## src/rtl/branch_requester.sv

```systemverilog
// branch_requester: initiator side of the branch-predictor request/result
// protocol. Actual branch outcomes arrive on a valid/ready stream into a small
// FIFO. For each one the block issues a request and captures the predictor's
// answer. It then waits RESOLVE_LAT cycles and returns result/taken, while
// keeping saturating resolved/mispredict counts.
//
// Parameters:
//   DEPTH       outcome FIFO entries (power of 2, >= 2)
//   RESOLVE_LAT idle cycles between prediction capture and result (0 allowed)
//   CNT_W       statistics counter width
//
// Ports:
//   clk, reset           rising-edge clock, async active-high reset
//   in_valid/in_taken    outcome stream input
//   in_ready             FIFO not full
//   request              one-cycle prediction request
//   prediction           predictor answer, valid the cycle after request
//   result/taken         one-cycle resolution strobe and resolved outcome
//   busy                 transaction in flight
//   miss_pulse           prediction differed from outcome (with result)
//   total_cnt/miss_cnt   saturating resolved / mispredicted counts
//   max_streak           longest run of consecutive misses (MISS_STREAK_EN only)
//
// Optional feature macro: MISS_STREAK_EN adds the miss-streak tracker and the
// max_streak output.

module branch_requester #(
  parameter int unsigned DEPTH       = 4,
  parameter int unsigned RESOLVE_LAT = 2,
  parameter int unsigned CNT_W       = 16
) (
  input  logic             clk,
  input  logic             reset,
  input  logic             in_valid,
  input  logic             in_taken,
  output logic             in_ready,
  output logic             request,
  input  logic             prediction,
  output logic             result,
  output logic             taken,
  output logic             busy,
  output logic             miss_pulse,
  output logic [CNT_W-1:0] total_cnt,
  output logic [CNT_W-1:0] miss_cnt
`ifdef MISS_STREAK_EN
  ,
  output logic [CNT_W-1:0] max_streak
`endif
);

  localparam int unsigned PTR_W = $clog2(DEPTH);
  localparam int unsigned OCC_W = PTR_W + 1;
  localparam int unsigned LAT_W = (RESOLVE_LAT > 1) ? $clog2(RESOLVE_LAT + 1) : 1;
  localparam logic [CNT_W-1:0] CNT_MAX = '1;
  localparam logic [OCC_W-1:0] OCC_FULL = OCC_W'(DEPTH);

  typedef enum logic [2:0] {
    S_IDLE    = 3'd0,
    S_REQ     = 3'd1,
    S_CAPT    = 3'd2,
    S_RESOLVE = 3'd3,
    S_RES     = 3'd4
  } state_e;

  // Saturating increment shared by all statistics registers.
  function automatic logic [CNT_W-1:0] sat_inc(input logic [CNT_W-1:0] v);
    return (v == CNT_MAX) ? v : v + CNT_W'(1);
  endfunction

  state_e             state_q, state_d;
  logic               mem_q [DEPTH];
  logic               mem_d [DEPTH];
  logic [PTR_W-1:0]   wr_ptr_q, wr_ptr_d;
  logic [PTR_W-1:0]   rd_ptr_q, rd_ptr_d;
  logic [OCC_W-1:0]   occ_q, occ_d;
  logic               cur_taken_q, cur_taken_d;
  logic               pred_q, pred_d;
  logic [LAT_W-1:0]   lat_cnt_q, lat_cnt_d;
  logic [CNT_W-1:0]   total_cnt_q, total_cnt_d;
  logic [CNT_W-1:0]   miss_cnt_q, miss_cnt_d;
  logic               in_ready_q, in_ready_d;
  logic               request_q, request_d;
  logic               result_q, result_d;
  logic               taken_q, taken_d;
  logic               busy_q, busy_d;
  logic               miss_pulse_q, miss_pulse_d;
  logic               push, pop;

`ifdef MISS_STREAK_EN
  logic [CNT_W-1:0]   cur_streak_q, cur_streak_d;
  logic [CNT_W-1:0]   max_streak_q, max_streak_d;
  logic [CNT_W-1:0]   new_streak;
`endif

  // Outcome FIFO: push gated by the registered in_ready, so a push that
  // arrives while full is dropped even when a pop happens in the same cycle.
  always_comb begin
    push     = in_valid && in_ready_q;
    mem_d    = mem_q;
    wr_ptr_d = wr_ptr_q;
    rd_ptr_d = rd_ptr_q;
    occ_d    = occ_q;
    if (push) begin
      mem_d[wr_ptr_q] = in_taken;
      wr_ptr_d        = wr_ptr_q + PTR_W'(1);
    end
    if (pop) begin
      rd_ptr_d = rd_ptr_q + PTR_W'(1);
    end
    case ({push, pop})
      2'b10:   occ_d = occ_q + OCC_W'(1);
      2'b01:   occ_d = occ_q - OCC_W'(1);
      default: occ_d = occ_q;
    endcase
    in_ready_d = (occ_d != OCC_FULL);
  end

  // Transaction FSM, statistics and next values of the registered outputs.
  always_comb begin
    state_d     = state_q;
    pop         = 1'b0;
    cur_taken_d = cur_taken_q;
    pred_d      = pred_q;
    lat_cnt_d   = lat_cnt_q;
    total_cnt_d = total_cnt_q;
    miss_cnt_d  = miss_cnt_q;
`ifdef MISS_STREAK_EN
    cur_streak_d = cur_streak_q;
    max_streak_d = max_streak_q;
    new_streak   = '0;
`endif

    case (state_q)
      S_IDLE: begin
        // No bypass: occupancy is the registered count, so a fresh push is
        // only visible here from the following cycle.
        if (occ_q != '0) begin
          pop         = 1'b1;
          cur_taken_d = mem_q[rd_ptr_q];
          state_d     = S_REQ;
        end
      end
      S_REQ: begin
        state_d = S_CAPT;
      end
      S_CAPT: begin
        pred_d    = prediction;
        lat_cnt_d = LAT_W'(RESOLVE_LAT);
        state_d   = (RESOLVE_LAT == 0) ? S_RES : S_RESOLVE;
      end
      S_RESOLVE: begin
        lat_cnt_d = lat_cnt_q - LAT_W'(1);
        if (lat_cnt_q <= LAT_W'(1)) begin
          state_d = S_RES;
        end
      end
      S_RES: begin
        state_d     = S_IDLE;
        total_cnt_d = sat_inc(total_cnt_q);
        if (pred_q != cur_taken_q) begin
          miss_cnt_d = sat_inc(miss_cnt_q);
        end
`ifdef MISS_STREAK_EN
        new_streak   = (pred_q != cur_taken_q) ? sat_inc(cur_streak_q) : '0;
        cur_streak_d = new_streak;
        max_streak_d = (new_streak > max_streak_q) ? new_streak : max_streak_q;
`endif
      end
      default: begin
        state_d = S_IDLE;
      end
    endcase

    // Outputs are registered from the next state so they line up with it.
    request_d    = (state_d == S_REQ);
    result_d     = (state_d == S_RES);
    taken_d      = (state_d == S_RES) && cur_taken_d;
    busy_d       = (state_d != S_IDLE);
    miss_pulse_d = (state_d == S_RES) && (pred_d != cur_taken_d);
  end

  // State and datapath registers.
  always_ff @(posedge clk or posedge reset) begin
    if (reset) begin
      state_q      <= S_IDLE;
      for (int i = 0; i < int'(DEPTH); i++) begin
        mem_q[i] <= 1'b0;
      end
      wr_ptr_q     <= '0;
      rd_ptr_q     <= '0;
      occ_q        <= '0;
      cur_taken_q  <= 1'b0;
      pred_q       <= 1'b0;
      lat_cnt_q    <= '0;
      total_cnt_q  <= '0;
      miss_cnt_q   <= '0;
      in_ready_q   <= 1'b1;
      request_q    <= 1'b0;
      result_q     <= 1'b0;
      taken_q      <= 1'b0;
      busy_q       <= 1'b0;
      miss_pulse_q <= 1'b0;
    end else begin
      state_q      <= state_d;
      mem_q        <= mem_d;
      wr_ptr_q     <= wr_ptr_d;
      rd_ptr_q     <= rd_ptr_d;
      occ_q        <= occ_d;
      cur_taken_q  <= cur_taken_d;
      pred_q       <= pred_d;
      lat_cnt_q    <= lat_cnt_d;
      total_cnt_q  <= total_cnt_d;
      miss_cnt_q   <= miss_cnt_d;
      in_ready_q   <= in_ready_d;
      request_q    <= request_d;
      result_q     <= result_d;
      taken_q      <= taken_d;
      busy_q       <= busy_d;
      miss_pulse_q <= miss_pulse_d;
    end
  end

`ifdef MISS_STREAK_EN
  // Miss-streak tracker registers.
  always_ff @(posedge clk or posedge reset) begin
    if (reset) begin
      cur_streak_q <= '0;
      max_streak_q <= '0;
    end else begin
      cur_streak_q <= cur_streak_d;
      max_streak_q <= max_streak_d;
    end
  end

  assign max_streak = max_streak_q;
`endif

  assign in_ready   = in_ready_q;
  assign request    = request_q;
  assign result     = result_q;
  assign taken      = taken_q;
  assign busy       = busy_q;
  assign miss_pulse = miss_pulse_q;
  assign total_cnt  = total_cnt_q;
  assign miss_cnt   = miss_cnt_q;

endmodule

```

## config.mk

```make
export PLATFORM = sky130hd
export DESIGN_NAME = branch_requester
export DESIGN_NICKNAME = d
export VERILOG_FILES = /design/src/rtl/branch_requester.sv
export SDC_FILE = /design/constraint.sdc
export NUM_CORES = 1
export LEC_CHECK = 0
export ABC_AREA = 1
export CORE_UTILIZATION = 59
export DETAILED_ROUTE_END_ITERATION = 16
export PLACE_DENSITY = 0.83
export SLEW_MARGIN = 25
export SYNTH_ARGS = -nofsm -noshare
export SYNTH_HDL_FRONTEND = slang
export SYNTH_SLANG_ARGS = --single-unit
export TNS_END_PERCENT = 30
```

## constraint.sdc

```tcl
create_clock -name clk -period 3.6 [get_ports clk]
set_clock_uncertainty 0.1 [all_clocks]
set_input_delay 0.9 -clock clk [delete_from_list [all_inputs] [get_ports clk]]
set_output_delay 0.9 -clock clk [all_outputs]
set_load 0.05 [all_outputs]
```

==> results of run 1 <==
layout make-up:
type	instances	area, um^2
Multi-Input combinational cell	285	1430
Sequential cell	56	1400
Fill cell	380	1170
Timing Repair Buffer	44	435
Inverter	50	190
Tap cell	67	83.8
Clock buffer	6	72.6
Clock inverter	2	60.1
registers in the layout (all words and copies together) (netlist names), 2 cells and up:
name / count
lat_cnt_q: 2
mem_q: 4
miss_cnt: 16
occ_q: 3
rd_ptr_q: 2
state_q: 3
total_cnt: 16
wr_ptr_q: 2
power groups by stage:
stage	Sequential [mW]	Combinational, mW	Clock (mW)
4_1_cts	0.889	0.757	0.486
5_1_grt	0.910	0.847	0.509
3_3_place_gp	0.895	0.718	0
3_5_place_dp	0.899	0.757	0
2_1_floorplan	1.02	0.426	0
6_report	0.888	0.751	0.481
worst reg2reg max path: stages (launching register included):
cell                       delay, ns
sky130_fd_sc_hd__dfrtp_1        0.47
sky130_fd_sc_hd__ha_1           0.31
sky130_fd_sc_hd__inv_1          0.08
sky130_fd_sc_hd__nor2_2         0.23
sky130_fd_sc_hd__nand2_1        0.12
sky130_fd_sc_hd__o21bai_1       0.71
sky130_fd_sc_hd__o21ai_0        0.18
cells in the mapped netlist (2+ instances only):
| cell type | number |
|---|---|
| sky130_fd_sc_hd__nand2_1 | 142 |
| sky130_fd_sc_hd__dfrtp_1 | 55 |
| sky130_fd_sc_hd__inv_1 | 48 |
| sky130_fd_sc_hd__nor2_1 | 38 |
| sky130_fd_sc_hd__nand3_1 | 18 |
| sky130_fd_sc_hd__o21ai_0 | 15 |
| sky130_fd_sc_hd__xnor2_1 | 14 |
| sky130_fd_sc_hd__xor2_1 | 11 |
| sky130_fd_sc_hd__nand4_1 | 9 |
| sky130_fd_sc_hd__ha_1 | 8 |
| sky130_fd_sc_hd__o21ai_1 | 8 |
| sky130_fd_sc_hd__nand2_2 | 4 |
| sky130_fd_sc_hd__nor3_1 | 4 |
| sky130_fd_sc_hd__a21oi_1 | 3 |
| sky130_fd_sc_hd__buf_2 | 2 |
| sky130_fd_sc_hd__buf_6 | 2 |
| sky130_fd_sc_hd__nor2_2 | 2 |
through the flow:
step / hold WS [ns] / std cells / instance area (um^2) / setup slack [ns]
after floorplan: 0.346 / 396 / 3060 / 1.23
after global placement: 0.362 / 502 / 3540 / 0.937
after detailed placement: 0.377 / 502 / 3540 / 0.823
after CTS: 0.398 / 510 / 3680 / 0.904
after global routing: 0.407 / 510 / 3680 / 0.879
final: 0.396 / 510 / 3680 / 0.916
worst min-delay path by stage:
stage                     from    endpoint  slack, ns  cells past startpoint
floorplan             mem_q[2]    mem_q[2]       0.35                      2
global placement      mem_q[2]    mem_q[2]       0.36                      2
detailed placement    mem_q[3]    mem_q[3]       0.38                      2
CTS                 state_q[1]  state_q[1]       0.40                      1
global route        state_q[1]  state_q[1]       0.41                      1
finish              state_q[1]  state_q[1]       0.40                      1
placed cells by master, fill, tap and decap left out, drive strengths merged, types with 3 or more instances in the layout:
cell type,netlist,layout
dfrtp,55,55
nand2,146,146
nor3,6,6
a21oi,3,3
ha,8,8
o21ai,24,24
nand3,18,18
nand4,9,9
inv,50,50
clkdlybuf4s50,0,42
nor2,41,41
xnor2,14,14
xor2,11,11
clkbuf,0,6
cell families after synthesis:
| kind of cell | Yosys count | share of synthesized area [%] |
|---|---|---|
| AOI/OAI and AO/OA | 30 | 5.47 |
| xor gates and xnor gates | 25 | 7.15 |
| adders and majority gates | 9 | 3.92 |
| buffers and inverters | 55 | 7.52 |
| DFF | 56 | 45.8 |
| and+or+nand+nor | 221 | 30.1 |
metal layers:
metal / up-vias / global-route usage, % / part of all wire, %
met2: 71 / 42.9 / 49
met4: 0 / 6.62 / 0.63
met3: 5 / 4.61 / 4.5
met5: - / 0 / 0
li1: 1314 / - / -
met1: 1206 / 32.1 / 45
==> flow_summary.yaml, run 1 <==
status:
  run_status: "finished clean"
sta:
  tightestPinTransition_ns: 0.866
  period_needed_ns: 2.68
  drv_slew: 0
  worst_slew_margin_rel_pct: 42.2
  final_hold_violation_count: 0
  fin_tns_setup_ns: 0
  min_period_over_period_pct: 74.5
  grt_setup_unrepaired: "false"
  max_freq_mhz: 373
  finish_stage_setup_viols: 0
clock_tree:
  htreeDepth: 2
  ctsLongestPathBuffers: 2
  cts_tree: "yes"
  ctsHoldBuffers: 0
  worst_skew_pair.late_latency_ns: 0.31
  cts.repair_timing.setup_buffer_count: 0
  cts.sinks: 56
  cts.root.buffer_cell: "sky130_fd_sc_hd__clkbuf_8"
  path_clk_slew_ns: 0.10
  num_cts_buffers: 5
  number_of_gates_resized_after_cts: 0
global_routing:
  antenna_found_initial: 0
  vias_in_the_first_global_route: 2410
  gr-total-overflow: 0
  global_route.usage.total_pct: 24.8
  grt_start_max_net_pins: 29
  grt_first_pass_wirelength_mm: 10.5
setup_path:
  crit_path_end: "miss_cnt[2]"
  crit-reg2reg-capture: "total_cnt[5]"
  crit_chain: "clkdlybuf4s50_1"
  regToRegStartpoint: "total_cnt[0]"
  setup.worst_path.end_class: "output pin"
  critPathSlowestCell: "sky130_fd_sc_hd__clkdlybuf4s50_1"
  path_depth: 1
  crit_buf_inv: 1
  rr_worst_depth: 6
  cp_top_family: "buffers and inverters"
  crit_path_start: "miss_cnt[2]"
  worst-r2r-setup-slack_ns: 1.26
  worst-endpoint-required_ns: 2.60
  worstPathMaxFanout: 6
  worst-setup-path-type: "reg -> out"
  highest_cell_delay_on_the_worst_timing_path_ns: 0.86
  critPathArrivalTime_ns: 1.68
  cp-start-kind: "flop"
yosys:
  synth_seq_area_share_pct: 45.8
  avg_inst_size_synth_um2: 7.73
  yosys.area.top_type: "sky130_fd_sc_hd__dfrtp_1"
  synth_top_cells_by_area: "sky130_fd_sc_hd__dfrtp_1 (45%), sky130_fd_sc_hd__nand2_1 (17%), sky130_fd_sc_hd__inv_1 (5.9%)"
  synthFlopType: "sky130_fd_sc_hd__dfrtp_1"
  synth_area_um2: 3060
  synth_top_area_share_pct: 44.9
  syn-num-nets: 410
  register_bit_count_reported_by_yosys: 56
  number_of_instances_in_the_synthesized_netlist: 396
  post_synth_num_cell_types: 30
  synth_warnings: 0
  synthArstFlopShare_pct: 100
  synth_edf_count: 0
run:
  max_cap_viol_count: 0
worst_hold_path:
  min_path_type: "reg -> reg"
placement:
  io_buffers: 42
  final_hpwl_from_detailed_placement_mm: 4.72
  placer_congestion_estimate: 0.904
layout:
  final_layout_size_suffix_gt1_share_pct: 5.64
  fin_nets: 456
  syn_to_final_growth_pct: 20.1
  antenna_cells_inserted: 0
  final_core_util_pct: 75.8
power:
  p_comb_share_pct: 35.4
  p_int_mw: 1.32
  power_per_cell_area_nw_per_um2: 577
  standby_leakage_power_nw: 1.73
  worst_ir_drop_on_vdd_v: 0.000448
  total_switching_power_uw: 802
  seqPwrFrac_pct: 41.9
  clkPwrFrac_pct: 22.7
  switching_share_pct: 37.8
  total_power_mw: 2.12
floorplan:
  initial_utilization_pct: 63.2
  die_h_um: 74.1
  boundaryPins: 43
  placementRows: 25
  core_um2: 4850
  chipWidth_um: 74.1
  design.die.area_um2: 5480
routing:
  drt_iter0_markers: 236
  route.detailed.vias_per_inst: 5.09
  route.detailed.drc: 0
  via_count: 2596
  drt.antenna.violating_nets: 0
  drt-pass1-iter-count: 4
  wl_mm: 6.32
  average_wire_per_cell_in_the_routed_design_um: 12.4
Note: power is estimated with default switching activity, not from simulation.
==> run 2: changes to the inputs <==
--- a/config.mk
+++ b/config.mk
@@ -6,9 +6,9 @@
 export NUM_CORES = 1
 export LEC_CHECK = 0
 export ABC_AREA = 1
-export CORE_UTILIZATION = 59
+export CORE_UTILIZATION = 55
 export DETAILED_ROUTE_END_ITERATION = 16
-export PLACE_DENSITY = 0.83
+export PLACE_DENSITY = 0.78
 export SLEW_MARGIN = 25
 export SYNTH_ARGS = -nofsm -noshare
 export SYNTH_HDL_FRONTEND = slang
==> constraint.sdc (replaced) <==
create_clock -name clk -period 2.6 [get_ports clk]
set_clock_uncertainty 0.1 [all_clocks]
set_input_delay 0.65 -clock clk [delete_from_list [all_inputs] [get_ports clk]]
set_output_delay 0.65 -clock clk [all_outputs]
set_load 0.05 [all_outputs]
==> flow_summary.yaml, run 2 (synthesis results as in run 1) <==
layout:
  layout.cells.most_common: "sky130_fd_sc_hd__nand2_1"
  num-fill-cells: 466
  final_layout_size_suffix_gt1_share_pct: 6.28
  syn_to_final_growth_pct: 19.9
  mostFrequentLayoutCells: "sky130_fd_sc_hd__nand2_1 (142), sky130_fd_sc_hd__dfrtp_1 (55), sky130_fd_sc_hd__inv_1 (47)"
  antenna_cells_inserted: 0
  fin_nets: 459
clock_tree:
  cts.root.buffer_cell: "sky130_fd_sc_hd__clkbuf_8"
  number_of_gates_resized_after_cts: 0
  worst_skew_pair.late_latency_ns: 0.32
  cts.repair_timing.setup_buffer_count: 0
  cts.sinks: 56
  cts_tree: "yes"
  num_cts_buffers: 5
  ctsHoldBuffers: 0
  htreeDepth: 2
  path_clk_slew_ns: 0.10
  ctsLongestPathBuffers: 2
setup_path:
  highest_cell_delay_on_the_worst_timing_path_ns: 0.80
  critPathSlowestCell: "sky130_fd_sc_hd__clkdlybuf4s50_1"
  critPathArrivalTime_ns: 1.67
  cp_top_family: "buffers and inverters"
  cp-start-kind: "flop"
  worstPathMaxFanout: 2
  crit_path_start: "in_ready"
  worst-setup-path-type: "reg -> out"
  crit_chain: "clkdlybuf4s50_1"
  worst-endpoint-required_ns: 1.85
  setup.worst_path.end_class: "output pin"
  crit_buf_inv: 1
  regToRegStartpoint: "state_q[1]"
floorplan:
  die_h_um: 76.6
  chipWidth_um: 76.6
  initial_utilization_pct: 58.5
  core_um2: 5240
  placementRows: 26
  boundaryPins: 43
  design.die.area_um2: 5870
routing:
  route.detailed.drc: 0
  met1_length_mm: 2.92
  drt.antenna.violating_nets: 0
  route.top_layer_used: "met4"
  route.detailed.vias_per_inst: 4.99
  average_wire_per_cell_in_the_routed_design_um: 11.8
  met2_length_mm: 2.86
  wl_mm: 6.10
  via_count: 2576
  drt_iter0_markers: 168
  dr_wl_met3_um: 207
  drt-pass1-iter-count: 4
global_routing:
  grt_first_pass_wirelength_mm: 10.8
  grt_start_max_net_pins: 28
  antenna_found_initial: 0
  gr-total-overflow: 0
  vias_in_the_first_global_route: 2370
  global_route.usage.total_pct: 23.0
sta:
  fin_tns_setup_ns: 0
  worst_slew_margin_rel_pct: 62.6
  grt_setup_unrepaired: "false"
  min_period_over_period_pct: 93.2
  finish_stage_setup_viols: 0
  final_hold_violation_count: 0
  max_freq_mhz: 413
  period_needed_ns: 2.42
  tightestPinTransition_ns: 0.559
  drv_slew: 0
status:
  run_status: "finished clean"
placement:
  placer_congestion_estimate: 0.885
  io_buffers: 42
  final_hpwl_from_detailed_placement_mm: 4.60
run:
  max_cap_viol_count: 0
power:
  worst_ir_drop_on_vdd_v: 0.000647
  standby_leakage_power_nw: 1.73
  total_power_mw: 2.78
  power_per_cell_area_nw_per_um2: 757
worst_hold_path:
  min_path_type: "reg -> reg"
  worst_hold_startpoint: "mem_q[1]"
run 2: cell count changes in the layout (fill, tap and decap cells not counted), sizes merged:
cell    delta
buf        +3
clkbuf     -1
inv        +1
bufinv     -2
clkinv     +2
run 2: final timing paths:
check                         endpoint  depth (start not counted)  slack, ns
min                           mem_q[1]                          2       0.39
max reg2reg                   in_ready                         10       0.27
max                           in_ready                          1       0.18
min reg2reg                   mem_q[1]                          2       0.39
max in group asynchronous  miss_cnt[2]                          3       1.37
min in group asynchronous  miss_cnt[7]                          2       0.50
run 2: metal layers:
metal / up-vias / global-route usage, %
met4: 0 / 8.46
met2: 51 / 38.1
met1: 1191 / 30.5
met3: 9 / 3.71
met5: - / 0
li1: 1325 / -
run 2: area by class of cell:
type	count	area, um^2	area share [%]
tap	70	87.6	2.39
sequential	56	1400	38.2
multi-input combinational	285	1430	38.9
clock buffer	5	68.8	1.87
inverter	50	190	5.18
timing repair buffer	47	470	12.8
clock inverter	3	22.5	0.613
run 2: power breakdown:
group / internal [mW] / leakage [nW] / switching, mW / total (mW)
clock: 0.194 / 0.0485 / 0.302 / 0.495
sequential: 1.07 / 0.735 / 0.160 / 1.23
combinational: 0.375 / 0.951 / 0.676 / 1.05
run 2: worst reg2reg max path, delay by kind of cell (launching register included):
kind	cells	cell delay [ns]
fa+ha+maj	2	0.59
flops	1	0.41
buf+inv	1	0.07
xor+xnor	1	0.20
simple gates	4	0.61
compound gates	2	0.29
run 2: stage by stage:
step / hold WS, ns / setup WS (ns) / area (um^2) / util [%] / cells
after CTS: 0.399 / 0.176 / 3670 / 70.1 / 516
after floorplan: 0.346 / 0.480 / 3060 / - / 396
final: 0.393 / 0.177 / 3670 / 70.1 / 516
after detailed placement: 0.375 / 0.0674 / 3580 / 68.4 / 508
after global routing: 0.426 / 0.0457 / 3670 / 70.1 / 516
after global placement: 0.360 / 0.196 / 3580 / 68.4 / 508
==> run 3: changes to the inputs <==
--- a/config.mk
+++ b/config.mk
@@ -6,9 +6,10 @@
 export NUM_CORES = 1
 export LEC_CHECK = 0
 export ABC_AREA = 1
-export CORE_UTILIZATION = 55
+export CORE_UTILIZATION = 57
+export CTS_BUF_LIST = sky130_fd_sc_hd__clkbuf_2 sky130_fd_sc_hd__clkbuf_4 sky130_fd_sc_hd__clkbuf_8
 export DETAILED_ROUTE_END_ITERATION = 16
-export PLACE_DENSITY = 0.78
+export PLACE_DENSITY = 0.81
 export SLEW_MARGIN = 25
 export SYNTH_ARGS = -nofsm -noshare
 export SYNTH_HDL_FRONTEND = slang
==> flow_summary.yaml, run 3 (synthesis results as in run 1) <==
layout:
  fin_nets: 458
  num-fill-cells: 420
  antenna_cells_inserted: 0
  layout.cells.most_common: "sky130_fd_sc_hd__nand2_1"
  finalInstanceArea_um2: 3710
  syn_to_final_growth_pct: 21.1
  final_layout_size_suffix_gt1_share_pct: 6.07
  mostFrequentLayoutCells: "sky130_fd_sc_hd__nand2_1 (142), sky130_fd_sc_hd__dfrtp_1 (55), sky130_fd_sc_hd__inv_1 (47)"
floorplan:
  placementRows: 26
  chipWidth_um: 75.3
  boundaryPins: 43
  die_h_um: 75.3
  initial_utilization_pct: 59.6
  core_um2: 5140
  design.die.area_um2: 5670
routing:
  dr_wl_met3_um: 261
  route.detailed.vias_per_inst: 5.05
  drt.antenna.violating_nets: 0
  met2_length_mm: 3.00
  average_wire_per_cell_in_the_routed_design_um: 12.1
  route.detailed.drc: 0
  met1_length_mm: 2.88
  drt-pass1-iter-count: 5
  via_count: 2602
  route.top_layer_used: "met4"
  drt_iter0_markers: 163
  wl_mm: 6.24
setup_path:
  worst-endpoint-required_ns: 1.85
  highest_cell_delay_on_the_worst_timing_path_ns: 0.80
  crit_buf_inv: 1
  cp-start-kind: "flop"
  cp_top_family: "buffers and inverters"
  path_depth: 1
  crit_chain: "clkdlybuf4s50_1"
  rr_worst_depth: 10
  critPathSlowestCell: "sky130_fd_sc_hd__clkdlybuf4s50_1"
  setup.worst_path.end_class: "output pin"
  worst-setup-path-type: "reg -> out"
  worst-r2r-setup-slack_ns: 0.24
  critPathArrivalTime_ns: 1.66
  worstPathMaxFanout: 2
clock_tree:
  cts.sinks: 56
  path_clk_slew_ns: 0.10
  ctsLongestPathBuffers: 2
  number_of_gates_resized_after_cts: 0
  htreeDepth: 2
  cts.repair_timing.setup_buffer_count: 0
  ctsHoldBuffers: 0
  cts_tree: "yes"
  cts.root.buffer_cell: "sky130_fd_sc_hd__clkbuf_8"
  worst_skew_pair.late_latency_ns: 0.31
  num_cts_buffers: 5
sta:
  tightestPinTransition_ns: 0.532
  grt_setup_unrepaired: "false"
  fin_tns_setup_ns: 0
  min_period_over_period_pct: 92.6
  max_freq_mhz: 416
  period_needed_ns: 2.41
  worst_slew_margin_rel_pct: 64.4
  final_hold_violation_count: 0
  drv_slew: 0
  finish_stage_setup_viols: 0
run:
  max_cap_viol_count: 0
status:
  run_status: "finished clean"
power:
  total_power_mw: 2.97
  worst_ir_drop_on_vdd_v: 0.000716
  standby_leakage_power_nw: 1.75
  power_per_cell_area_nw_per_um2: 800
placement:
  final_hpwl_from_detailed_placement_mm: 4.65
  dpl_cell_area_um2: 3570
  placer_congestion_estimate: 0.885
  io_buffers: 42
global_routing:
  gr-total-overflow: 0
  vias_in_the_first_global_route: 2363
  global_route.usage.total_pct: 24.0
  grt_start_max_net_pins: 40
  grt_first_pass_wirelength_mm: 10.3
  antenna_found_initial: 0
worst_hold_path:
  whs_path_depth: 2
  min_path_type: "reg -> reg"
[run 3: cell count changes in the layout (fill, tap and decap cells not counted), sizes merged]
cell    before  now
buf          5    4
bufinv       0    2
clkbuf       5    6
clkinv       2    0
inv         51   50
[run 3: report_power, final]
part	leakage, nW	internal, mW	switching (mW)
Combinational	0.946	0.372	0.679
Sequential	0.735	1.07	0.161
Clock	0.0688	0.396	0.286
Total	1.75	1.84	1.13
[run 3: routing by layer]
layer  vias up  GRT usage, %
li1       1320             -
met1      1198          31.4
met2        73          40.5
met3        11          4.63
met4         0          8.02
met5         -             0
[run 3: through the flow]
stage | cells | setup WS [ns] | hold WS, ns | utilization, %
after floorplan | 396 | 0.480 | 0.346 | -
after global placement | 507 | 0.196 | 0.365 | 69.5
after detailed placement | 507 | 0.0799 | 0.377 | 69.5
after CTS | 515 | 0.179 | 0.402 | 72.2
after global routing | 515 | 0.0257 | 0.414 | 72.2
final | 515 | 0.193 | 0.394 | 72.2
[run 3: final timing paths]
kind	start	end
max in group asynchronous	reset	miss_cnt[3]
hold reg to reg	mem_q[1]	mem_q[1]
min in group asynchronous	reset	occ_q[0]
hold / removal	mem_q[1]	mem_q[1]
setup reg to reg	state_q[1]	in_ready
setup / recovery	in_ready	in_ready
[run 3: layout make-up]
type	count	area [um^2]	area share [%]
clock buffers	6	76.3	2.06
well taps	70	87.6	2.36
repair buffers	46	463	12.5
clock inverters	2	60.1	1.62
flip-flops and latches	56	1400	37.8
inverters	50	190	5.13
multi-input cells	285	1430	38.5
